File: config.mk
export PLATFORM = sky130hd
export DESIGN_NAME = grant_decoder_3to8
export DESIGN_NICKNAME = d
export VERILOG_FILES = /design/src/rtl/decoder_pkg.sv /design/src/rtl/code_pending_buf.sv /design/src/rtl/grant_decoder_3to8.sv
export SDC_FILE = /design/constraint.sdc
export NUM_CORES = 1
export LEC_CHECK = 0
export ABC_CLOCK_PERIOD_IN_PS = 3200
export CELL_PAD_IN_SITES_DETAIL_PLACEMENT = 1
export CELL_PAD_IN_SITES_GLOBAL_PLACEMENT = 1
export CORE_ASPECT_RATIO = 0.75
export CORE_UTILIZATION = 45
export DETAILED_ROUTE_END_ITERATION = 7
export DONT_BUFFER_PORTS = 1
export HOLD_SLACK_MARGIN = 0.1
export PLACE_DENSITY = 0.7
export SYNTH_ARGS = -nofsm -noshare
export SYNTH_HDL_FRONTEND = slang
export SYNTH_HIERARCHICAL = 1
export SYNTH_SLANG_ARGS = --single-unit
File: constraint.sdc
create_clock -name clk -period 3.2 [get_ports clk]
set_input_delay 0.32 -clock clk [delete_from_list [all_inputs] [get_ports clk]]
set_output_delay 0.32 -clock clk [all_outputs]
set_load 0.02 [all_outputs]
File: src/rtl/decoder_pkg.sv
// Shared types and helpers for the grant decoder.
// Holds the state encoding, the default hold length and the one-hot helper.
package decoder_pkg;

  localparam logic ST_IDLE  = 1'b0;
  localparam logic ST_DRIVE = 1'b1;

  localparam int HOLD_MAX_DEF = 15;

  typedef enum logic {
    IDLE  = ST_IDLE,
    DRIVE = ST_DRIVE
  } state_e;

  function automatic logic [7:0] onehot8(
    input logic [2:0] code
  );
    return 8'b1 << code;
  endfunction

endpackage

File: src/rtl/code_pending_buf.sv
// One-entry holding slot for the next index.
// A write only happens while empty, so write and read never collide.
module code_pending_buf (
  input  logic       clk,
  input  logic       rst,
  input  logic       wr_en,
  input  logic [2:0] wr_code,
  input  logic       rd_en,
  output logic [2:0] rd_code,
  output logic       full
);

  logic       full_q;
  logic [2:0] code_q;

  always_ff @(posedge clk or posedge rst) begin
    if (rst) begin
      full_q <= 1'b0;
      code_q <= 3'd0;
    end else if (wr_en) begin
      full_q <= 1'b1;
      code_q <= wr_code;
    end else if (rd_en) begin
      full_q <= 1'b0;
    end
  end

  assign rd_code = code_q;
  assign full    = full_q;

endmodule

File: src/rtl/grant_decoder_3to8.sv
// Sequential 3-to-8 grant decoder with hold timeout.
// A pending slot keeps back-to-back grants free of idle cycles.
module grant_decoder_3to8
  import decoder_pkg::*;
#(
  parameter int HOLD_MAX = HOLD_MAX_DEF,
  parameter int CNT_W    = 8
) (
  input  logic       clk,
  input  logic       rst,
  input  logic [2:0] in_code,
  input  logic       in_valid,
  output logic       in_ready,
  input  logic       ack,
  output logic [7:0] out,
  output logic       out_valid,
  output logic       timeout
);

  state_e             state_q, state_d;
  logic [CNT_W-1:0]   cnt_q, cnt_d;
  logic [7:0]         out_q, out_d;
  logic               out_valid_q, out_valid_d;
  logic               timeout_q, timeout_d;

  logic               pb_wr;
  logic               pb_rd;
  logic [2:0]         pb_code;
  logic               pb_full;

  logic               xfer;
  logic               last_cyc;
  logic               rel;

  code_pending_buf u_pend (
    .clk     (clk),
    .rst     (rst),
    .wr_en   (pb_wr),
    .wr_code (in_code),
    .rd_en   (pb_rd),
    .rd_code (pb_code),
    .full    (pb_full)
  );

  assign in_ready = !pb_full;
  assign xfer     = in_valid && in_ready;
  assign last_cyc = (cnt_q == CNT_W'(HOLD_MAX - 1));
  assign rel      = ack || last_cyc;

  always_comb begin
    state_d     = state_q;
    cnt_d       = cnt_q;
    out_d       = out_q;
    out_valid_d = out_valid_q;
    timeout_d   = 1'b0;
    pb_wr       = 1'b0;
    pb_rd       = 1'b0;

    unique case (state_q)
      IDLE: begin
        if (xfer) begin
          out_d       = onehot8(in_code);
          out_valid_d = 1'b1;
          cnt_d       = '0;
          state_d     = DRIVE;
        end
      end
      DRIVE: begin
        cnt_d = cnt_q + CNT_W'(1);
        if (rel) begin
          // ack wins over the hold limit on the final cycle
          timeout_d = !ack;
          unique case (1'b1)
            pb_full: begin
              out_d = onehot8(pb_code);
              cnt_d = '0;
              pb_rd = 1'b1;
            end
            xfer: begin
              out_d = onehot8(in_code);
              cnt_d = '0;
            end
            default: begin
              out_d       = 8'h00;
              out_valid_d = 1'b0;
              cnt_d       = '0;
              state_d     = IDLE;
            end
          endcase
        end else if (xfer) begin
          pb_wr = 1'b1;
        end
      end
    endcase
  end

  always_ff @(posedge clk or posedge rst) begin
    if (rst) begin
      state_q     <= IDLE;
      cnt_q       <= '0;
      out_q       <= 8'h00;
      out_valid_q <= 1'b0;
      timeout_q   <= 1'b0;
    end else begin
      state_q     <= state_d;
      cnt_q       <= cnt_d;
      out_q       <= out_d;
      out_valid_q <= out_valid_d;
      timeout_q   <= timeout_d;
    end
  end

  assign out       = out_q;
  assign out_valid = out_valid_q;
  assign timeout   = timeout_q;

endmodule

==> qor.log, run 1 <==
[die] area of the die 0.00290 mm²
[synth] number of register bits inferred by synthesis 23
[setup_path] standard cell with the maximum stage delay on the critical path dfrtp_1
[sta] final-layout worst hold slack 150 ps
[sta] crit share post-route 0.607
[setup_path] Critical Path, Cell by Cell inv_1 > ha_1 > nand4b_1 > or2_2 > nand2_1 > nor2_1 > mux2_2
[clocking] CTS Buf Count 3
[sta] final critical path time including I/O delays and setup 1940 ps
[setup_path] Stages on worst setup path 7
[setup_path] Worst Path Required 3400 ps
[cells_and_area] total area of multi-input combinational cells 569 µm²
[synth] Cell variety after synth 36
[synth] post-synthesis net count 136
[setup_path] maximum fanout along the worst path 5
[worst_hold_path] worst hold path class primary input to register
[die] vertical extent of the die 46.9 µm
[power_and_ir_drop] cell area power density 790 mW/mm²
[setup_path] critical path startpoint category register
[global_route] Global Route met2 Usage 0.316
[sta] worst slew pin tran 758 ps
[die] Initial Util 0.499
[placement] total half-perimeter wirelength after legalization and detailed placement 2150 µm
[drt] drt wl/cell 17.2 µm
[drt] via count 967
[global_route] global-route wire length before repair 4340 µm
[clocking] clk_lat worst skew 310 ps
[synth] cell count after synthesis 127
[power_and_ir_drop] Peak VDD IR 0.493 mV
[synth] mapped cell area 0.00121 mm²
[cells_and_area] Layout Nets 139
[cells_and_area] area overhead of the layout relative to synthesis 5.59%
[setup_path] endpoint class of the critical path register
[global_route] vias in the first global route 866
[power_and_ir_drop] P_leak 0.000567 µW
[clocking] CTS clk-pin slew, worst paths 130 ps
[clocking] maximum root-to-sink buffer count 2
[worst_hold_path] Hold Path Cell Cnt 2
[clocking] Clock Root Buffer clkbuf_4
[drt] Vias/cell 5.93
[drt] total wire length after detailed routing 2800 µm
[setup_path] crit path DAT 2140 ps
[sta] highest clock rate 514 MHz
[drt] drt initial violations 68
[die] Boundary Pins 18
[cells_and_area] total inserted antenna cells 0
[sta] final setup fails 0
[cells_and_area] filler cell count in the final layout 282
[drt] Antenna Nets Post-Route 0
[synth] number of flops mapped to enable cells by yosys 0
[synth] dominant register cell in the synthesized netlist dfrtp_1
[synth] asr flop ratio synth 1.00
[outcome] status finished clean
[synth] fraction of the yosys area taken by sequential cells 0.476
[sta] Final Max Tran Viols 0
[clocking] TritonCTS Sinks 23
[cells_and_area] FF/Latch Area 576 µm²
[die] Floorplan Core Area 0.00242 mm²
[sta] hold violation total from the final report 0
[setup_path] family of cells with the greatest summed delay on the critical path simple AND/OR/NAND/NOR gates
[global_route] met3 track utilization from global routing 0.0551
[setup_path] number of buffer and inverter stages on the critical path 1
[global_route] global-route congestion overflow total 0
[global_route] number of antenna violations at the first check in global routing 0
[placement] Port Buffer Count 0
[drt] 1st-pass router iterations 4
[synth] yosys synthesis warning count 6
[sta] setup_tns 0 ps
[die] standard-cell rows 15
[cells_and_area] ratio of cells with drive above 1 in the final layout 0.124
[placement] RD Place Congestion 0.785
[sta] RSZ-0062 raised after global routing no
[clocking] clock tree from TritonCTS done
[global_route] grt peak-use layer met1
[global_route] met1 usage in global routing 0.328
[drt] DRC violation count after routing 0
[global_route] largest net degree at the start of global routing 20
[global_route] GRT Resource Usage Total 0.215
[setup_path] slowest cell delay on critical path 440 ps
[clocking] htree depth 1
[setup_path] type of the worst setup path register to register
[setup_path] length in cells of the worst reg-to-reg path 7
[sta] Max-slew headroom 0.494
[synth] per-instance average area after synthesis 9.52 µm²
[die] horizontal die dimension 61.8 µm
[sta] largest clock skew in the final design 13.0 ps
[run] max-cap violation count 0
-- per-layer routing --
metal / up-vias / share of wire
met1: 476 / 0.50
met3: 2 / 0.053
met4: 0 / 0.0043
met2: 32 / 0.44
li1: 457 / -
met5: - / 0
-- final cells by class --
| class | count | area share |
|---|---|---|
| inverters | 11 | 0.0324 |
| flip-flops and latches | 23 | 0.451 |
| multi-input cells | 89 | 0.446 |
| repair buffers | 2 | 0.0157 |
| clock buffers | 3 | 0.0176 |
| clock inverters | 1 | 0.00392 |
| well taps | 34 | 0.0333 |
-- synth_stat cells, types with 3 or more instances --
master    count  area, µm²
nand2b_1      3       18.8
inv_1        11       41.3
nand3_1       4       20.0
a21oi_1       8       40.0
nand2_1      11       41.3
a31oi_1       5       31.3
nor2_1        7       26.3
mux2_2        3       33.8
nor3_1        3       15.0
clkbuf_1      3       11.3
dfrtp_1      23        576
o21ai_0      16       80.1
-- cells by family (layout without fill, tap and decap cells) --
logic type                 after synthesis  in the layout  synth area share
and+or+nand+nor                         41             41             0.184
xor gates and xnor gates                 1              1           0.00725
AOI/OAI and AO/OA                       39             39             0.198
muxes                                    6              6            0.0611
DFF                                     23             23             0.476
adders and majority gates                2              2            0.0207
buffers and inverters                   15             17            0.0528
-- flip-flops by register name, summed over array words and instances, names as in the netlist --
register and count:
timeout 1, u_pend/rd_code 3, cnt_q 8, out_valid 1, state_q 1, out 8
u_pend/full 1
-- metrics by stage --
stage / instances / setup WS (ps) / utilization / cell area (µm²) / power (µW)
2_1_floorplan: 127 / 1520 / - / 1210 / 797
3_3_place_gp: 157 / 1420 / 0.507 / 1230 / 860
3_5_place_dp: 157 / 1290 / 0.507 / 1230 / 882
4_1_cts: 163 / 1250 / 0.527 / 1280 / 1020
5_1_grt: 163 / 1170 / 0.527 / 1280 / 1080
6_report: 163 / 1260 / 0.527 / 1280 / 1010
-- path summary, 6_finish.rpt --
kind	slack (ps)	startpoint	endpoint
worst max-delay path	1260	cnt_q[0]	u_pend/rd_code[1]
worst min-delay path	150	in_valid	out_valid
worst max register to register	1260	cnt_q[0]	u_pend/rd_code[1]
worst min register to register	560	cnt_q[5]	cnt_q[5]
max in group asynchronous	2130	rst	timeout
min in group asynchronous	340	rst	u_pend/rd_code[2]
-- repair_timing --
| action | 4_1_cts | 5_1_grt |
|---|---|---|
| endpoints found under the hold margin | 24 | 0 |
| hold buffers | 2 | 0 |
| setup buffers | 0 | 0 |
| resized for setup | 0 | 0 |
-- placed cells by master (no fill, tap or decap), types with 2 or more instances in the layout --
cell type / netlist / routed
dfrtp_1: 23 / 23
a31oi_1: 5 / 5
nand2_1: 11 / 11
a31o_2: 2 / 2
a21oi_1: 8 / 8
mux2_4: 2 / 2
nor2b_1: 2 / 2
nand3_1: 4 / 4
nor3_1: 3 / 3
ha_1: 2 / 2
o21ai_0: 16 / 16
inv_1: 11 / 11
nand2b_1: 3 / 3
a32oi_1: 2 / 2
clkbuf_4: 0 / 3
nor2_1: 7 / 7
and3_1: 2 / 2
mux2_2: 3 / 3
dlygate4sd3_1: 0 / 2
-- power by group --
part           switching [µW]  internal (µW)
combinational             194            133
sequential                166            382
clock                    86.8           46.7
total                     447            561
Power figures use the tool's default switching activity.
==> run 2: changes to the inputs <==
--- a/config.mk
+++ b/config.mk
@@ -5,15 +5,16 @@
 export SDC_FILE = /design/constraint.sdc
 export NUM_CORES = 1
 export LEC_CHECK = 0
-export ABC_CLOCK_PERIOD_IN_PS = 3200
+export ABC_AREA = 1
+export ABC_CLOCK_PERIOD_IN_PS = 1570
 export CELL_PAD_IN_SITES_DETAIL_PLACEMENT = 1
 export CELL_PAD_IN_SITES_GLOBAL_PLACEMENT = 1
 export CORE_ASPECT_RATIO = 0.75
-export CORE_UTILIZATION = 45
+export CORE_UTILIZATION = 40
 export DETAILED_ROUTE_END_ITERATION = 7
 export DONT_BUFFER_PORTS = 1
 export HOLD_SLACK_MARGIN = 0.1
-export PLACE_DENSITY = 0.7
+export PLACE_DENSITY = 0.69
 export SYNTH_ARGS = -nofsm -noshare
 export SYNTH_HDL_FRONTEND = slang
 export SYNTH_HIERARCHICAL = 1
==> constraint.sdc (replaced) <==
create_clock -name clk -period 1.57 [get_ports clk]
set_input_delay 0.157 -clock clk [delete_from_list [all_inputs] [get_ports clk]]
set_output_delay 0.157 -clock clk [all_outputs]
set_load 0.02 [all_outputs]
==> run 2 against run 1 <==
  * Non-clock buffer count increased by 7
  * Largest power group unchanged
  * Critical path depth rose by 1
  * Setup slack got worse by 1100 ps
  * Clock skew down 5.4 ps
==> qor.log, run 2 <==
[outcome] status finished clean
[die] Initial Util 0.434
[power_and_ir_drop] share of total power consumed by net switching 0.449
[synth] mapped cell area 0.00132 mm²
[synth] yosys synthesis warning count 6
[synth] area share of the leading cell type in the synthesized netlist 0.436
[setup_path] endpoint class of the critical path register
[clocking] clk_lat worst skew 260 ps
[global_route] global-route congestion overflow total 0
[drt] Antenna Nets Post-Route 0
[die] vertical extent of the die 51.7 µm
[drt] Vias/cell 5.08
[clocking] htree depth 1
[sta] RSZ-0062 raised after global routing no
[power_and_ir_drop] cell area power density 1480 mW/mm²
[cells_and_area] ratio of cells with drive above 1 in the final layout 0.131
[die] Boundary Pins 18
[drt] DRC violation count after routing 0
[clocking] CTS Buf Count 3
[power_and_ir_drop] share of total power in sequential cells 0.481
[setup_path] type of the worst setup path register to register
[setup_path] R2R Path End out[3]
[sta] crit share post-route 0.926
[synth] post-synthesis net count 188
[placement] total half-perimeter wirelength after legalization and detailed placement 2480 µm
[setup_path] worst flop-to-flop path startpoint cnt_q[0]
[clocking] clock tree from TritonCTS done
[clocking] maximum root-to-sink buffer count 2
[sta] final critical path time including I/O delays and setup 1450 ps
[cells_and_area] most common cell after layout, fill and taps aside nand2_1
[synth] number of register bits inferred by synthesis 23
[drt] via count 1163
[power_and_ir_drop] design internal power 1220 µW
[run] max-cap violation count 0
[setup_path] crit path DAT 1610 ps
[sta] highest clock rate 688 MHz
[power_and_ir_drop] clock group share of total power 0.162
[sta] final-layout worst hold slack 117 ps
[synth] top cells by area, synth dfrtp_1, nand2_1, inv_1
[drt] drt initial violations 59
[sta] Final Max Tran Viols 0
[drt] total wire length after detailed routing 3130 µm
[cells_and_area] leading cell types in the layout, fill and taps excluded nand2_1, dfrtp_1, inv_1, nor2_1, nand3_1
[synth] cell count after synthesis 179
[synth] fraction of the yosys area taken by sequential cells 0.436
[sta] setup_tns 0 ps
[synth] asr flop ratio synth 1.00
[synth] Cell variety after synth 21
[placement] DP Worst Slack 34.5 ps
[sta] worst slew pin tran 325 ps
[setup_path] R2R Setup Slk 120 ps
[power_and_ir_drop] P_leak 0.000807 µW
[power_and_ir_drop] portion of total power attributed to combinational logic 0.358
[placement] placement-stage cell area 0.00139 mm²
[global_route] largest net degree at the start of global routing 20
[cells_and_area] Layout Nets 201
[cells_and_area] finished layout cell area 0.00150 mm²
[drt] 1st-pass router iterations 4
[global_route] vias in the first global route 1155
[global_route] number of antenna violations at the first check in global routing 0
[cells_and_area] total inserted antenna cells 0
[synth] list of most frequent post-synthesis cells nand2_1, dfrtp_1, inv_1, nor2_1, nand3_1
[sta] Max-slew headroom 0.783
[placement] Port Buffer Count 0
[synth] number of flops mapped to enable cells by yosys 0
[die] area of the die 0.00353 mm²
[setup_path] Setup crit start cnt_q[0]
[die] standard-cell rows 17
[die] Floorplan Core Area 0.00304 mm²
[worst_hold_path] worst hold path class primary input to register
[setup_path] worst setup path endpoint out[3]
[synth] Yosys top cell by area dfrtp_1
[global_route] global-route wire length before repair 5380 µm
[power_and_ir_drop] Sw Pwr 995 µW
[setup_path] maximum fanout along the worst path 8
[synth] per-instance average area after synthesis 7.37 µm²
[clocking] TritonCTS Sinks 23
[setup_path] critical path startpoint category register
[cells_and_area] area overhead of the layout relative to synthesis 13.9%
[sta] largest clock skew in the final design 7.63 ps
[drt] drt wl/cell 13.7 µm
[power_and_ir_drop] Peak VDD IR 0.866 mV
[setup_path] Worst Path Required 1730 ps
[placement] RD Place Congestion 0.828
[clocking] Clock Root Buffer clkbuf_8
[setup_path] length in cells of the worst reg-to-reg path 8
[sta] final setup fails 0
[synth] dominant register cell in the synthesized netlist dfrtp_1
[die] horizontal die dimension 68.3 µm
[sta] hold violation total from the final report 0
[global_route] GRT Resource Usage Total 0.212
[sta] final critical-path setup slack 115 ps
[synth] cell with the most instances after synthesis nand2_1
[clocking] CTS clk-pin slew, worst paths 80 ps
==> run 2: cell count changes in the layout (fill, tap and decap cells not counted), moves of 5 or more <==
cell	delta
nand2_1	+62
nand4_1	+5
nand3_1	+7
a31oi_1	-5
inv_1	+11
a21oi_1	-7
o21ai_0	-8
==> run 2: power by group through the flow <==
stage	registers, µW	logic (µW)	clock network (µW)
floorplan	1030	588	0
global route	1100	915	397
finish	1070	793	358
detailed placement	1080	763	0
CTS	1070	775	380
global placement	1070	719	0
==> run 2: worst min path at each step <==
stage / startpoint / end / slack [ps] / cells after the start
after floorplan: rst / u_pend/full / -80 / 1
after global placement: rst / u_pend/rd_code[1] / -60 / 1
after detailed placement: rst / u_pend/rd_code[0] / -60 / 1
after CTS: ack / timeout / 110 / 3
after global routing: ack / timeout / 120 / 3
final: ack / timeout / 120 / 3
==> run 2: layer usage <==
layer,track usage,vias to the layer above,part of all wire
met5,0,-,0
met4,0.0417,0,0.0045
met3,0.0702,2,0.059
met2,0.304,19,0.43
met1,0.306,563,0.51
li1,-,579,-
==> run 2: worst max-delay path: stages (launching register included) <==
cell and delay, ps:
dfrtp_1 430, inv_1 70, ha_1 150, nand3_2 130, o21ai_4 220, buf_12 140, nand2_4 70, nand2_1 70
nand2_1 60
==> run 2: repair_timing <==
item / CTS / global route
endpoints found under the setup margin: 0 / 13
hold buffers: 4 / 0
buffers inserted: 0 / 1
resized for setup: 0 / 2
endpoints found under the hold margin: 26 / 0
==> run 2: layout make-up <==
class / instances / area (µm²)
clock inverter: 1 / 5.00
timing repair buffer: 9 / 90.1
clock buffer: 3 / 41.3
sequential: 23 / 576
tap: 38 / 47.5
inverter: 26 / 97.6
fill: 397 / 1540
multi-input combinational: 129 / 646
==> run 2: cell families after synthesis <==
family	after synthesis	share of synthesized area
simple gates	113	0.400
buf+inv	27	0.0778
flops	23	0.436
compound gates	13	0.0598
fa+ha+maj	2	0.0190
xor+xnor	1	0.00664
==> run 2: through the flow <==
stage          instances   util  total power [µW]
2_1_floorplan        179      -              1620
3_3_place_gp         220  0.457              1790
3_5_place_dp         220  0.457              1840
4_1_cts              228  0.486              2220
5_1_grt              229  0.494              2420
6_report             229  0.494              2220
==> run 3: changes to the inputs <==
--- a/config.mk
+++ b/config.mk
@@ -6,15 +6,15 @@
 export NUM_CORES = 1
 export LEC_CHECK = 0
 export ABC_AREA = 1
-export ABC_CLOCK_PERIOD_IN_PS = 1570
+export ABC_CLOCK_PERIOD_IN_PS = 1850
 export CELL_PAD_IN_SITES_DETAIL_PLACEMENT = 1
 export CELL_PAD_IN_SITES_GLOBAL_PLACEMENT = 1
 export CORE_ASPECT_RATIO = 0.75
-export CORE_UTILIZATION = 40
+export CORE_UTILIZATION = 45
 export DETAILED_ROUTE_END_ITERATION = 7
 export DONT_BUFFER_PORTS = 1
 export HOLD_SLACK_MARGIN = 0.1
-export PLACE_DENSITY = 0.69
+export PLACE_DENSITY = 0.74
 export SYNTH_ARGS = -nofsm -noshare
 export SYNTH_HDL_FRONTEND = slang
 export SYNTH_HIERARCHICAL = 1
==> constraint.sdc (replaced) <==
create_clock -name clk -period 1.85 [get_ports clk]
set_input_delay 0.185 -clock clk [delete_from_list [all_inputs] [get_ports clk]]
set_output_delay 0.185 -clock clk [all_outputs]
set_load 0.02 [all_outputs]
==> run 3 against run 2 <==
  * First-iteration DRC count grew 3.4%
  * Utilization increased by 4.1 points
  * Register-to-register slack better by 150 ps
  * Clock skew grew 2.1 ps
  * Clock-buffer cell count unchanged
  * Critical path depth unchanged
  * Combinational power is 21% lower
  * Largest power group unchanged
==> qor.log, run 3 (synthesized netlist as in run 2, its figures left out) <==
[outcome] status finished clean
[sta] final critical path time including I/O delays and setup 1590 ps
[power_and_ir_drop] P_leak 0.000777 µW
[worst_hold_path] worst hold path class primary input to register
[cells_and_area] ratio of cells with drive above 1 in the final layout 0.0968
[sta] final critical-path setup slack 262 ps
[sta] hold violation total from the final report 0
[setup_path] length in cells of the worst reg-to-reg path 8
[cells_and_area] utilization of the core after routing 0.535
[die] horizontal die dimension 64.5 µm
[setup_path] critical path startpoint category register
[global_route] number of antenna violations at the first check in global routing 0
[clocking] CTS Buf Count 3
[power_and_ir_drop] cell area power density 1280 mW/mm²
[sta] worst slew pin tran 732 ps
[drt] DRC violation count after routing 0
[drt] Vias/cell 5.20
[sta] Final Max Tran Viols 0
[drt] Antenna Nets Post-Route 0
[setup_path] R2R Path End u_pend/rd_code[2]
[drt] total wire length after detailed routing 3130 µm
[power_and_ir_drop] Peak VDD IR 0.743 mV
[sta] final setup fails 0
[cells_and_area] Layout Nets 196
[sta] setup_tns 0 ps
[worst_hold_path] WHS Endpoint timeout
[die] Boundary Pins 18
[placement] total half-perimeter wirelength after legalization and detailed placement 2520 µm
[power_and_ir_drop] clock group share of total power 0.166
[sta] crit share post-route 0.858
[worst_hold_path] Hold Path Cell Cnt 3
[clocking] clk_lat worst skew 260 ps
[setup_path] Worst Path Required 2040 ps
[die] standard-cell rows 16
[placement] DP Worst Slack 258 ps
[setup_path] Setup crit start cnt_q[0]
[global_route] vias in the first global route 1126
[drt] drt wl/cell 14.1 µm
[placement] Port Buffer Count 0
[die] area of the die 0.00315 mm²
[clocking] count of instances resized after the clock tree is built 0
[cells_and_area] total inserted antenna cells 0
[global_route] GRT Resource Usage Total 0.228
[die] Floorplan Core Area 0.00270 mm²
[global_route] global-route congestion overflow total 0
[setup_path] crit path DAT 1780 ps
[global_route] global-route wire length before repair 5500 µm
[drt] via count 1155
[setup_path] endpoint class of the critical path register
[clocking] TritonCTS Sinks 23
[power_and_ir_drop] Pwr Total 1840 µW
[cells_and_area] area overhead of the layout relative to synthesis 9.58%
[clocking] maximum root-to-sink buffer count 2
[power_and_ir_drop] design internal power 1000 µW
[placement] RD Place Congestion 0.904
[die] vertical extent of the die 48.9 µm
[setup_path] type of the worst setup path register to register
[sta] Max-slew headroom 0.511
[worst_hold_path] HP Start ack
[clocking] Clock Root Buffer clkbuf_8
[global_route] largest net degree at the start of global routing 20
[setup_path] R2R Setup Slk 260 ps
[clocking] htree depth 1
[clocking] CTS clk-pin slew, worst paths 70 ps
[sta] highest clock rate 630 MHz
[sta] RSZ-0062 raised after global routing no
[power_and_ir_drop] portion of total power attributed to combinational logic 0.339
[setup_path] maximum fanout along the worst path 8
[sta] largest clock skew in the final design 9.76 ps
[setup_path] worst flop-to-flop path startpoint cnt_q[0]
[power_and_ir_drop] Sw Pwr 843 µW
[power_and_ir_drop] share of total power in sequential cells 0.495
[power_and_ir_drop] share of total power consumed by net switching 0.457
[cells_and_area] leading cell types in the layout, fill and taps excluded nand2_1, dfrtp_1, inv_1, nor2_1, nand3_1
[cells_and_area] most common cell after layout, fill and taps aside nand2_1
[die] Initial Util 0.488
[drt] drt initial violations 61
[drt] 1st-pass router iterations 4
[run] max-cap violation count 0
[clocking] clock tree from TritonCTS done
## run 3: area by class of cell
cell class                 instances  area [µm²]
clock buffer                       3        41.3
multi-input combinational        129         641
tap                               36        45.0
fill                             360        1260
timing repair buffer               4        40.0
inverter                          26        97.6
clock inverter                     1        5.00
sequential                        23         576
## run 3: power groups by stage
stage,Clock [µW],Sequential [µW],Combinational [µW]
after global placement,0,909,584
after detailed placement,0,925,619
after floorplan,0,876,499
after global routing,336,946,724
after CTS,322,914,628
final,306,913,625
## run 3: metrics by stage
step | area (µm²) | hold slack (ps) | instances
4_1_cts | 1450 | 143 | 222
3_3_place_gp | 1360 | -36.0 | 214
3_5_place_dp | 1360 | -27.6 | 214
2_1_floorplan | 1320 | -48.9 | 179
6_report | 1450 | 151 | 222
5_1_grt | 1450 | 157 | 222
## run 3: metal layers
layer / up-vias / GRT usage / share of wire
met3: 2 / 0.0561 / 0.041
met2: 27 / 0.340 / 0.43
met4: 0 / 0.0296 / 0.0042
li1: 569 / - / -
met5: - / 0 / 0
met1: 557 / 0.341 / 0.52
## run 3: what timing repair did
item / in CTS / in global routing
hold endpoints to repair: 26 / 0
buffers inserted: 0 / 0
hold buffers: 4 / 0
## run 3: how the worst max path moves through the flow
| stage | to | slack (ps) | cells after the start |
|---|---|---|---|
| final | u_pend/rd_code[2] | 260 | 8 |
| after CTS | u_pend/rd_code[2] | 240 | 8 |
| after detailed placement | u_pend/rd_code[2] | 260 | 8 |
| after global routing | u_pend/rd_code[2] | 130 | 8 |
| after global placement | u_pend/full | 350 | 7 |
| after floorplan | u_pend/full | 530 | 7 |
## run 3: critical path, stage by stage, from the launching register on
cell and delay (ps):
dfrtp_1 430, inv_1 80, ha_1 150, nand3_2 150, o21ai_4 330, nor2_1 160, inv_2 100, nand2_1 50
nand2_1 70
